--- config.mk ---
export PLATFORM = sky130hd
export DESIGN_NAME = lsu_bus_master_flat
export DESIGN_NICKNAME = d
export VERILOG_FILES = /design/src/rtl/lsu_bus_master_if.sv /design/src/rtl/lsu_bus_master.sv /design/src/flat_wrapper.sv
export SDC_FILE = /design/constraint.sdc
export NUM_CORES = 1
export LEC_CHECK = 0
export ABC_AREA = 1
export CAP_MARGIN = 40
export CORE_AREA = 2 2 151 153
export CTS_CLUSTER_SIZE = 30
export DETAILED_ROUTE_END_ITERATION = 10
export DIE_AREA = 0 0 153 155
export GPL_TIMING_DRIVEN = 0
export MAX_ROUTING_LAYER = met4
export PLACE_DENSITY = 0.66
export SLEW_MARGIN = 10
export SYNTH_ARGS = -nofsm -noshare
export SYNTH_HDL_FRONTEND = slang
export SYNTH_SLANG_ARGS = --single-unit
--- constraint.sdc ---
create_clock -name clk -period 2 [get_ports clk]
set_clock_uncertainty 0.1 [all_clocks]
set_input_delay 0.3 -clock clk [delete_from_list [all_inputs] [get_ports clk]]
set_output_delay 0.3 -clock clk [all_outputs]
set_load 0.02 [all_outputs]
--- src/rtl/lsu_bus_master_if.sv ---
// Load/store pipeline and data-bus signals of the LSU bus master.
// The master modport is the LSU's view; slave is the pipeline plus memory responder.
interface lsu_bus_master_if;
    logic        req_valid;
    logic        req_ready;
    logic        req_we;
    logic [1:0]  req_size;
    logic        req_signed;
    logic [31:0] req_addr;
    logic [31:0] req_wdata;
    logic        resp_valid;
    logic [31:0] resp_rdata;
    logic        exc_adel;
    logic        exc_ades;
    logic        bus_err;
    logic        bus_req;
    logic        bus_we;
    logic [31:0] bus_addr;
    logic [3:0]  bus_be;
    logic [31:0] bus_wdata;
    logic        bus_gnt;
    logic        bus_rvalid;
    logic [31:0] bus_rdata;

    modport master (
        input  req_valid, req_we, req_size, req_signed, req_addr, req_wdata,
        input  bus_gnt, bus_rvalid, bus_rdata,
        output req_ready, resp_valid, resp_rdata, exc_adel, exc_ades, bus_err,
        output bus_req, bus_we, bus_addr, bus_be, bus_wdata
    );

    modport slave (
        output req_valid, req_we, req_size, req_signed, req_addr, req_wdata,
        output bus_gnt, bus_rvalid, bus_rdata,
        input  req_ready, resp_valid, resp_rdata, exc_adel, exc_ades, bus_err,
        input  bus_req, bus_we, bus_addr, bus_be, bus_wdata
    );
endinterface

--- src/rtl/lsu_bus_master.sv ---
// One-at-a-time load/store initiator: alignment check, byte-lane bus request, load extension.
// req_ready only in IDLE; bus_req in T+1 after accept, response one cycle after gnt/rvalid, bus timeout.
module lsu_bus_master #(
    parameter int unsigned TIMEOUT_CYCLES = 255
) (
    input  logic             clk,
    input  logic             reset,
    lsu_bus_master_if.master bus
);
    typedef enum logic [1:0] {S_IDLE, S_ISSUE, S_WAIT, S_RESP} state_t;

    state_t      r_state, w_next;
    logic        r_we, r_signed, r_adel, r_ades, r_err;
    logic [1:0]  r_size;
    logic [31:0] r_addr, r_wdata, r_rdata, r_cnt;

    logic        w_in_word, w_in_half, w_misalign, w_timeout;
    logic [31:0] w_cnt_inc, w_load_data;
    logic [7:0]  w_lane_b;
    logic [15:0] w_lane_h;

    assign w_in_word  = (bus.req_size == 2'b00) || (bus.req_size == 2'b11);
    assign w_in_half  = (bus.req_size == 2'b01);
    assign w_misalign = (w_in_word && (bus.req_addr[1:0] != 2'b00)) ||
                        (w_in_half && bus.req_addr[0]);
    assign w_cnt_inc  = r_cnt + 32'd1;
    assign w_timeout  = (TIMEOUT_CYCLES != 0) && (w_cnt_inc == TIMEOUT_CYCLES);

    always_comb begin
        w_lane_b = bus.bus_rdata[7:0];
        case (r_addr[1:0])
            2'd1:    w_lane_b = bus.bus_rdata[15:8];
            2'd2:    w_lane_b = bus.bus_rdata[23:16];
            2'd3:    w_lane_b = bus.bus_rdata[31:24];
            default: w_lane_b = bus.bus_rdata[7:0];
        endcase
        w_lane_h = r_addr[1] ? bus.bus_rdata[31:16] : bus.bus_rdata[15:0];
        case (r_size)
            2'b01:   w_load_data = {{16{r_signed & w_lane_h[15]}}, w_lane_h};
            2'b10:   w_load_data = {{24{r_signed & w_lane_b[7]}}, w_lane_b};
            default: w_load_data = bus.bus_rdata;
        endcase
    end

    always_ff @(posedge clk) begin
        if (reset) r_state <= S_IDLE;
        else       r_state <= w_next;
    end

    always_comb begin
        w_next         = r_state;
        bus.req_ready  = 1'b0;
        bus.resp_valid = 1'b0;
        bus.exc_adel   = 1'b0;
        bus.exc_ades   = 1'b0;
        bus.bus_err    = 1'b0;
        bus.bus_req    = 1'b0;
        bus.bus_we     = 1'b0;
        bus.bus_addr   = 32'd0;
        bus.bus_be     = 4'd0;
        bus.bus_wdata  = 32'd0;
        case (r_state)
            S_IDLE: begin
                bus.req_ready = 1'b1;
                if (bus.req_valid) w_next = w_misalign ? S_RESP : S_ISSUE;
            end
            S_ISSUE: begin
                bus.bus_req  = 1'b1;
                bus.bus_we   = r_we;
                bus.bus_addr = {r_addr[31:2], 2'b00};
                case (r_size)
                    2'b01: begin
                        bus.bus_be    = r_addr[1] ? 4'b1100 : 4'b0011;
                        bus.bus_wdata = {2{r_wdata[15:0]}};
                    end
                    2'b10: begin
                        bus.bus_be    = 4'b0001 << r_addr[1:0];
                        bus.bus_wdata = {4{r_wdata[7:0]}};
                    end
                    default: begin
                        bus.bus_be    = 4'b1111;
                        bus.bus_wdata = r_wdata;
                    end
                endcase
                if (bus.bus_gnt)  w_next = r_we ? S_RESP : S_WAIT;
                else if (w_timeout) w_next = S_RESP;
            end
            S_WAIT: begin
                if (bus.bus_rvalid || w_timeout) w_next = S_RESP;
            end
            S_RESP: begin
                bus.resp_valid = 1'b1;
                bus.exc_adel   = r_adel;
                bus.exc_ades   = r_ades;
                bus.bus_err    = r_err;
                w_next         = S_IDLE;
            end
            default: w_next = S_IDLE;
        endcase
    end

    assign bus.resp_rdata = r_rdata;

    // Result data is only rewritten on the edge that enters RESP, so it holds between responses.
    always_ff @(posedge clk) begin
        if (reset) begin
            r_we <= 1'b0; r_signed <= 1'b0; r_size <= 2'b00;
            r_addr <= 32'd0; r_wdata <= 32'd0; r_rdata <= 32'd0; r_cnt <= 32'd0;
            r_adel <= 1'b0; r_ades <= 1'b0; r_err <= 1'b0;
        end else begin
            case (r_state)
                S_IDLE: if (bus.req_valid) begin
                    r_we     <= bus.req_we;
                    r_size   <= bus.req_size;
                    r_signed <= bus.req_signed;
                    r_addr   <= bus.req_addr;
                    r_wdata  <= bus.req_wdata;
                    r_cnt    <= 32'd0;
                    r_adel   <= w_misalign & ~bus.req_we;
                    r_ades   <= w_misalign & bus.req_we;
                    r_err    <= 1'b0;
                    if (w_misalign) r_rdata <= 32'd0;
                end
                S_ISSUE: begin
                    r_cnt <= w_cnt_inc;
                    if (bus.bus_gnt) begin
                        if (r_we) r_rdata <= 32'd0;
                    end else if (w_timeout) begin
                        r_err   <= 1'b1;
                        r_rdata <= 32'd0;
                    end
                end
                S_WAIT: begin
                    r_cnt <= w_cnt_inc;
                    if (bus.bus_rvalid) begin
                        r_rdata <= w_load_data;
                    end else if (w_timeout) begin
                        r_err   <= 1'b1;
                        r_rdata <= 32'd0;
                    end
                end
                default: ;
            endcase
        end
    end
endmodule

--- src/flat_wrapper.sv ---
// flat-port wrapper written by rule: the top's interface ports become plain ports
module lsu_bus_master_flat 
#(
    parameter int unsigned TIMEOUT_CYCLES = 255
)
  (clk, reset, bus_req_valid, bus_req_we, bus_req_size, bus_req_signed, bus_req_addr, bus_req_wdata, bus_bus_gnt, bus_bus_rvalid, bus_bus_rdata, bus_req_ready, bus_resp_valid, bus_resp_rdata, bus_exc_adel, bus_exc_ades, bus_bus_err, bus_bus_req, bus_bus_we, bus_bus_addr, bus_bus_be, bus_bus_wdata);
  lsu_bus_master_if bus_i ();
  input  logic clk;
  input  logic reset;
  input wire logic [$bits(bus_i.req_valid)-1:0] bus_req_valid;
  input wire logic [$bits(bus_i.req_we)-1:0] bus_req_we;
  input wire logic [$bits(bus_i.req_size)-1:0] bus_req_size;
  input wire logic [$bits(bus_i.req_signed)-1:0] bus_req_signed;
  input wire logic [$bits(bus_i.req_addr)-1:0] bus_req_addr;
  input wire logic [$bits(bus_i.req_wdata)-1:0] bus_req_wdata;
  input wire logic [$bits(bus_i.bus_gnt)-1:0] bus_bus_gnt;
  input wire logic [$bits(bus_i.bus_rvalid)-1:0] bus_bus_rvalid;
  input wire logic [$bits(bus_i.bus_rdata)-1:0] bus_bus_rdata;
  output wire logic [$bits(bus_i.req_ready)-1:0] bus_req_ready;
  output wire logic [$bits(bus_i.resp_valid)-1:0] bus_resp_valid;
  output wire logic [$bits(bus_i.resp_rdata)-1:0] bus_resp_rdata;
  output wire logic [$bits(bus_i.exc_adel)-1:0] bus_exc_adel;
  output wire logic [$bits(bus_i.exc_ades)-1:0] bus_exc_ades;
  output wire logic [$bits(bus_i.bus_err)-1:0] bus_bus_err;
  output wire logic [$bits(bus_i.bus_req)-1:0] bus_bus_req;
  output wire logic [$bits(bus_i.bus_we)-1:0] bus_bus_we;
  output wire logic [$bits(bus_i.bus_addr)-1:0] bus_bus_addr;
  output wire logic [$bits(bus_i.bus_be)-1:0] bus_bus_be;
  output wire logic [$bits(bus_i.bus_wdata)-1:0] bus_bus_wdata;
  assign bus_i.req_valid = bus_req_valid;
  assign bus_i.req_we = bus_req_we;
  assign bus_i.req_size = bus_req_size;
  assign bus_i.req_signed = bus_req_signed;
  assign bus_i.req_addr = bus_req_addr;
  assign bus_i.req_wdata = bus_req_wdata;
  assign bus_i.bus_gnt = bus_bus_gnt;
  assign bus_i.bus_rvalid = bus_bus_rvalid;
  assign bus_i.bus_rdata = bus_bus_rdata;
  assign bus_req_ready = bus_i.req_ready;
  assign bus_resp_valid = bus_i.resp_valid;
  assign bus_resp_rdata = bus_i.resp_rdata;
  assign bus_exc_adel = bus_i.exc_adel;
  assign bus_exc_ades = bus_i.exc_ades;
  assign bus_bus_err = bus_i.bus_err;
  assign bus_bus_req = bus_i.bus_req;
  assign bus_bus_we = bus_i.bus_we;
  assign bus_bus_addr = bus_i.bus_addr;
  assign bus_bus_be = bus_i.bus_be;
  assign bus_bus_wdata = bus_i.bus_wdata;
  lsu_bus_master #(.TIMEOUT_CYCLES(TIMEOUT_CYCLES)) u_core (.clk(clk), .reset(reset), .bus(bus_i));
endmodule
==> reports/qor.yml <==
vias: 9762
cp-end-kind: "flip-flop"
power_density_mw_per_mm2: 1161
clk_pin_slew_ns: 0.08
seqCellArea_sq_mm: 0.002769
firstDrtPassIters: 6
drt-total-wl_um: 31210
clk_path_buf_depth: 2
ys.warnings.count: 0
grtUsageTotal: 0.2573
async_flop_share: 0
use_met2: 0.4220
final_nets: 1754
yosysSeqAreaShare: 0.3389
cts_buffers: 17
worst-r2r-cell-count: 17
violations: "negative setup slack"
drt-initial-drc-count: 552
synthTopCellsByArea: "dfxtp_1, nand2_1, nor2_1"
synth_cell_type_count: 34
tightest_slew_ns: 0.6294
r2r_setup_slack_ns: -0.50
cts_max_level: 4
busiest_layer: "met2"
status: "complete, but fails checks"
reg2reg_to: "u_core.bus.resp_rdata[14]"
globalRouteOverflowTotal: 0
avgSynthCellArea_sq_um: 5.951
max_freq_mhz: 400.6
worstPathMaxFanout: 10
design_power_total_w: 0.01481
rsz0062_at_grt: "true"
r2r_start: "u_core.r_cnt[0]"
fin_ws_ns: -0.4966
clock_insertion_delay_worst_skew_ns: 0.43
synthCells: 1360
die-area_sq_mm: 0.02372
routabilityCongestion: 0.9510
ys.flop_type: "dfxtp_1"
drcViolationCount: 0
grt_util_met3: 0.05682
die_x_um: 153
final_antenna_net_count: 0
initial_core_util: 0.3641
dp_hpwl_um: 22270
fp-row-count: 55
crit_type: "reg -> reg"
slew_viol_final: 0
final_util: 0.5739
synth_common_cells: "nand2_1, nor2_1, a21oi_1"
finalSetupViolations: 84
nFillCells: 2123
slew_headroom: 0.5804
cp-startpoint: "u_core.r_cnt[0]"
die_h_um: 155
grtUsageMet1: 0.2995
hold_violations: 0
crit_path_end: "u_core.bus.resp_rdata[14]"
dp_cells: 1855
worst_ep_required_time_ns: 2.21
post_drt_wl_per_cell_um: 16.10
cts_num_sinks: 137
hp-class: "reg -> reg"
drive_above_1_share: 0.2311
synth_top_area_share: 0.3389
vdd_ir_drop_max_uv: 860.4
cts_root_buf: "clkbuf_16"
grt_max_degree: 18
crit_arrival_ns: 2.71
yosysMostFrequentCell: "nand2_1"
power.leakage_nw: 5.244
maxCapViolations: 0
coreArea_sq_mm: 0.02223
grt_pass1_vias: 9147
synth_edf_count: 0
synth_top_area_cell: "dfxtp_1"
port_buffers: 209
critPathLaunchType: "flip-flop"
layout_min_cycle_time_ns: 2.497
vias_per_cell: 5.035
antenna_found_initial: 1
multiInputGateArea_sq_mm: 0.005200
fin_cells: 1939
cts_tree: "yes"
period_share: 1.248
area_growth_pct: 57.64
grt_first_pass_wirelength_um: 47060
dp_slack_ns: -1.060
ys_ff_latch: 137
io_pins: 212
synthesis.area_sq_mm: 0.008093
-- worst min path at each step --
| stage | from | to | slack [ns] | cells past startpoint |
|---|---|---|---|---|
| 3_3_place_gp | u_core.r_cnt[0] | u_core.r_cnt[0] | 0.35 | 1 |
| 6_report | u_core.r_cnt[0] | u_core.r_cnt[0] | 0.38 | 1 |
| 2_1_floorplan | u_core.r_err | u_core.r_err | 0.34 | 2 |
| 4_1_cts | bus_req_addr[14] | u_core.r_addr[14] | 0.37 | 3 |
| 5_1_grt | bus_req_addr[23] | u_core.r_addr[23] | 0.38 | 3 |
| 3_5_place_dp | u_core.r_err | u_core.r_err | 0.37 | 2 |
-- routing by layer --
metal | part of all wire | routed length [um] | vias up
met2 | 0.48 | 15010 | 345
li1 | - | - | 4893
met3 | 0.070 | 2183 | 68
met1 | 0.41 | 12800 | 4456
met5 | 0 | 0 | -
met4 | 0.039 | 1218 | 0
-- timing repair --
item                                    4_1_cts  5_1_grt
hold buffers                                  0        0
buffers inserted                             26       15
endpoints found under the setup margin      209      189
gates cloned                                 10        3
resized for setup                           544      169
pin swaps                                    24       37
-- registers in the layout, summed over array words and instances (netlist names) --
register	flops
u_core.r_size	2
u_core.bus.resp_rdata	32
u_core.r_err	1
u_core.r_adel	1
u_core.r_wdata	32
u_core.r_signed	1
u_core.r_we	1
u_core.r_ades	1
u_core.r_addr	32
u_core.r_cnt	32
u_core.r_state	2
-- kinds of logic after synthesis --
logic type | Yosys count | synth area share
DFF | 137 | 0.3389
AOI/OAI and AO/OA | 307 | 0.1962
buffers and inverters | 206 | 0.09988
xor gates and xnor gates | 6 | 0.006495
and+or+nand+nor | 694 | 0.3442
adders and majority gates | 9 | 0.01391
other | 1 | 0.0004634
-- cell type report --
| type | instances | share of cell area |
|---|---|---|
| flip-flops and latches | 137 | 0.2170 |
| clock inverters | 15 | 0.01569 |
| inverters | 134 | 0.04060 |
| well taps | 285 | 0.02795 |
| plain buffers | 70 | 0.04423 |
| diodes | 1 | 0.0001962 |
| multi-input cells | 1019 | 0.4076 |
| repair buffers | 261 | 0.2133 |
| clock buffers | 17 | 0.03335 |
-- report_power, final --
group | internal, W | switching, W
Sequential | 0.00319 | 0.000380
Combinational | 0.00337 | 0.00452
Clock | 0.00182 | 0.00153
Total | 0.00838 | 0.00643
-- through the flow --
step / hold WS, ns / TNS (ns) / instance area (sq um)
after floorplan: 0.3401 / -2.797 / 8198
after global placement: 0.3528 / -107.15 / 10650
after detailed placement: 0.3655 / -107.99 / 10650
after CTS: 0.3722 / -20.36 / 12180
after global routing: 0.3794 / -33.72 / 12760
final: 0.3763 / -25.05 / 12760
-- critical path: stages (launching register included) --
cell	delay, ns
dfxtp_4	0.37
ha_4	0.16
nand2_4	0.05
nor2_4	0.21
nand2_4	0.12
nor2_4	0.16
nand2_1	0.06
nand2_1	0.05
nand2_1	0.06
nor2_1	0.14
nand2_1	0.11
nor2_4	0.16
nand3_4	0.17
buf_6	0.20
nand2_1	0.06
o21ai_1	0.06
nand2_1	0.08
a21oi_1	0.05
-- placed cells by master (no fill, tap or decap), drive strengths merged --
cell type      netlist  layout
a21oi              148     148
a2bb2oi              3       3
a31oi                2       2
and2                 1       1
buf                 14     129
bufinv               0       1
clkbuf              58      78
clkdlybuf4s15        0       3
clkdlybuf4s50        0     136
clkinv               2       6
clkinvlp             0       1
conb                 1       2
dfxtp              137     137
diode                0       1
dlygate4sd2          0       2
ha                   9       9
inv                132     141
nand2              406     406
nand3               41      42
nand3b              10      10
nand4                1       1
nor2               233     233
o211ai              10      10
o21a                 3       3
o21ai              139     139
o221ai               1       1
o22ai                1       1
or2                  2       2
xnor2                3       3
xor2                 3       3
(Power assumes the default switching activity.)
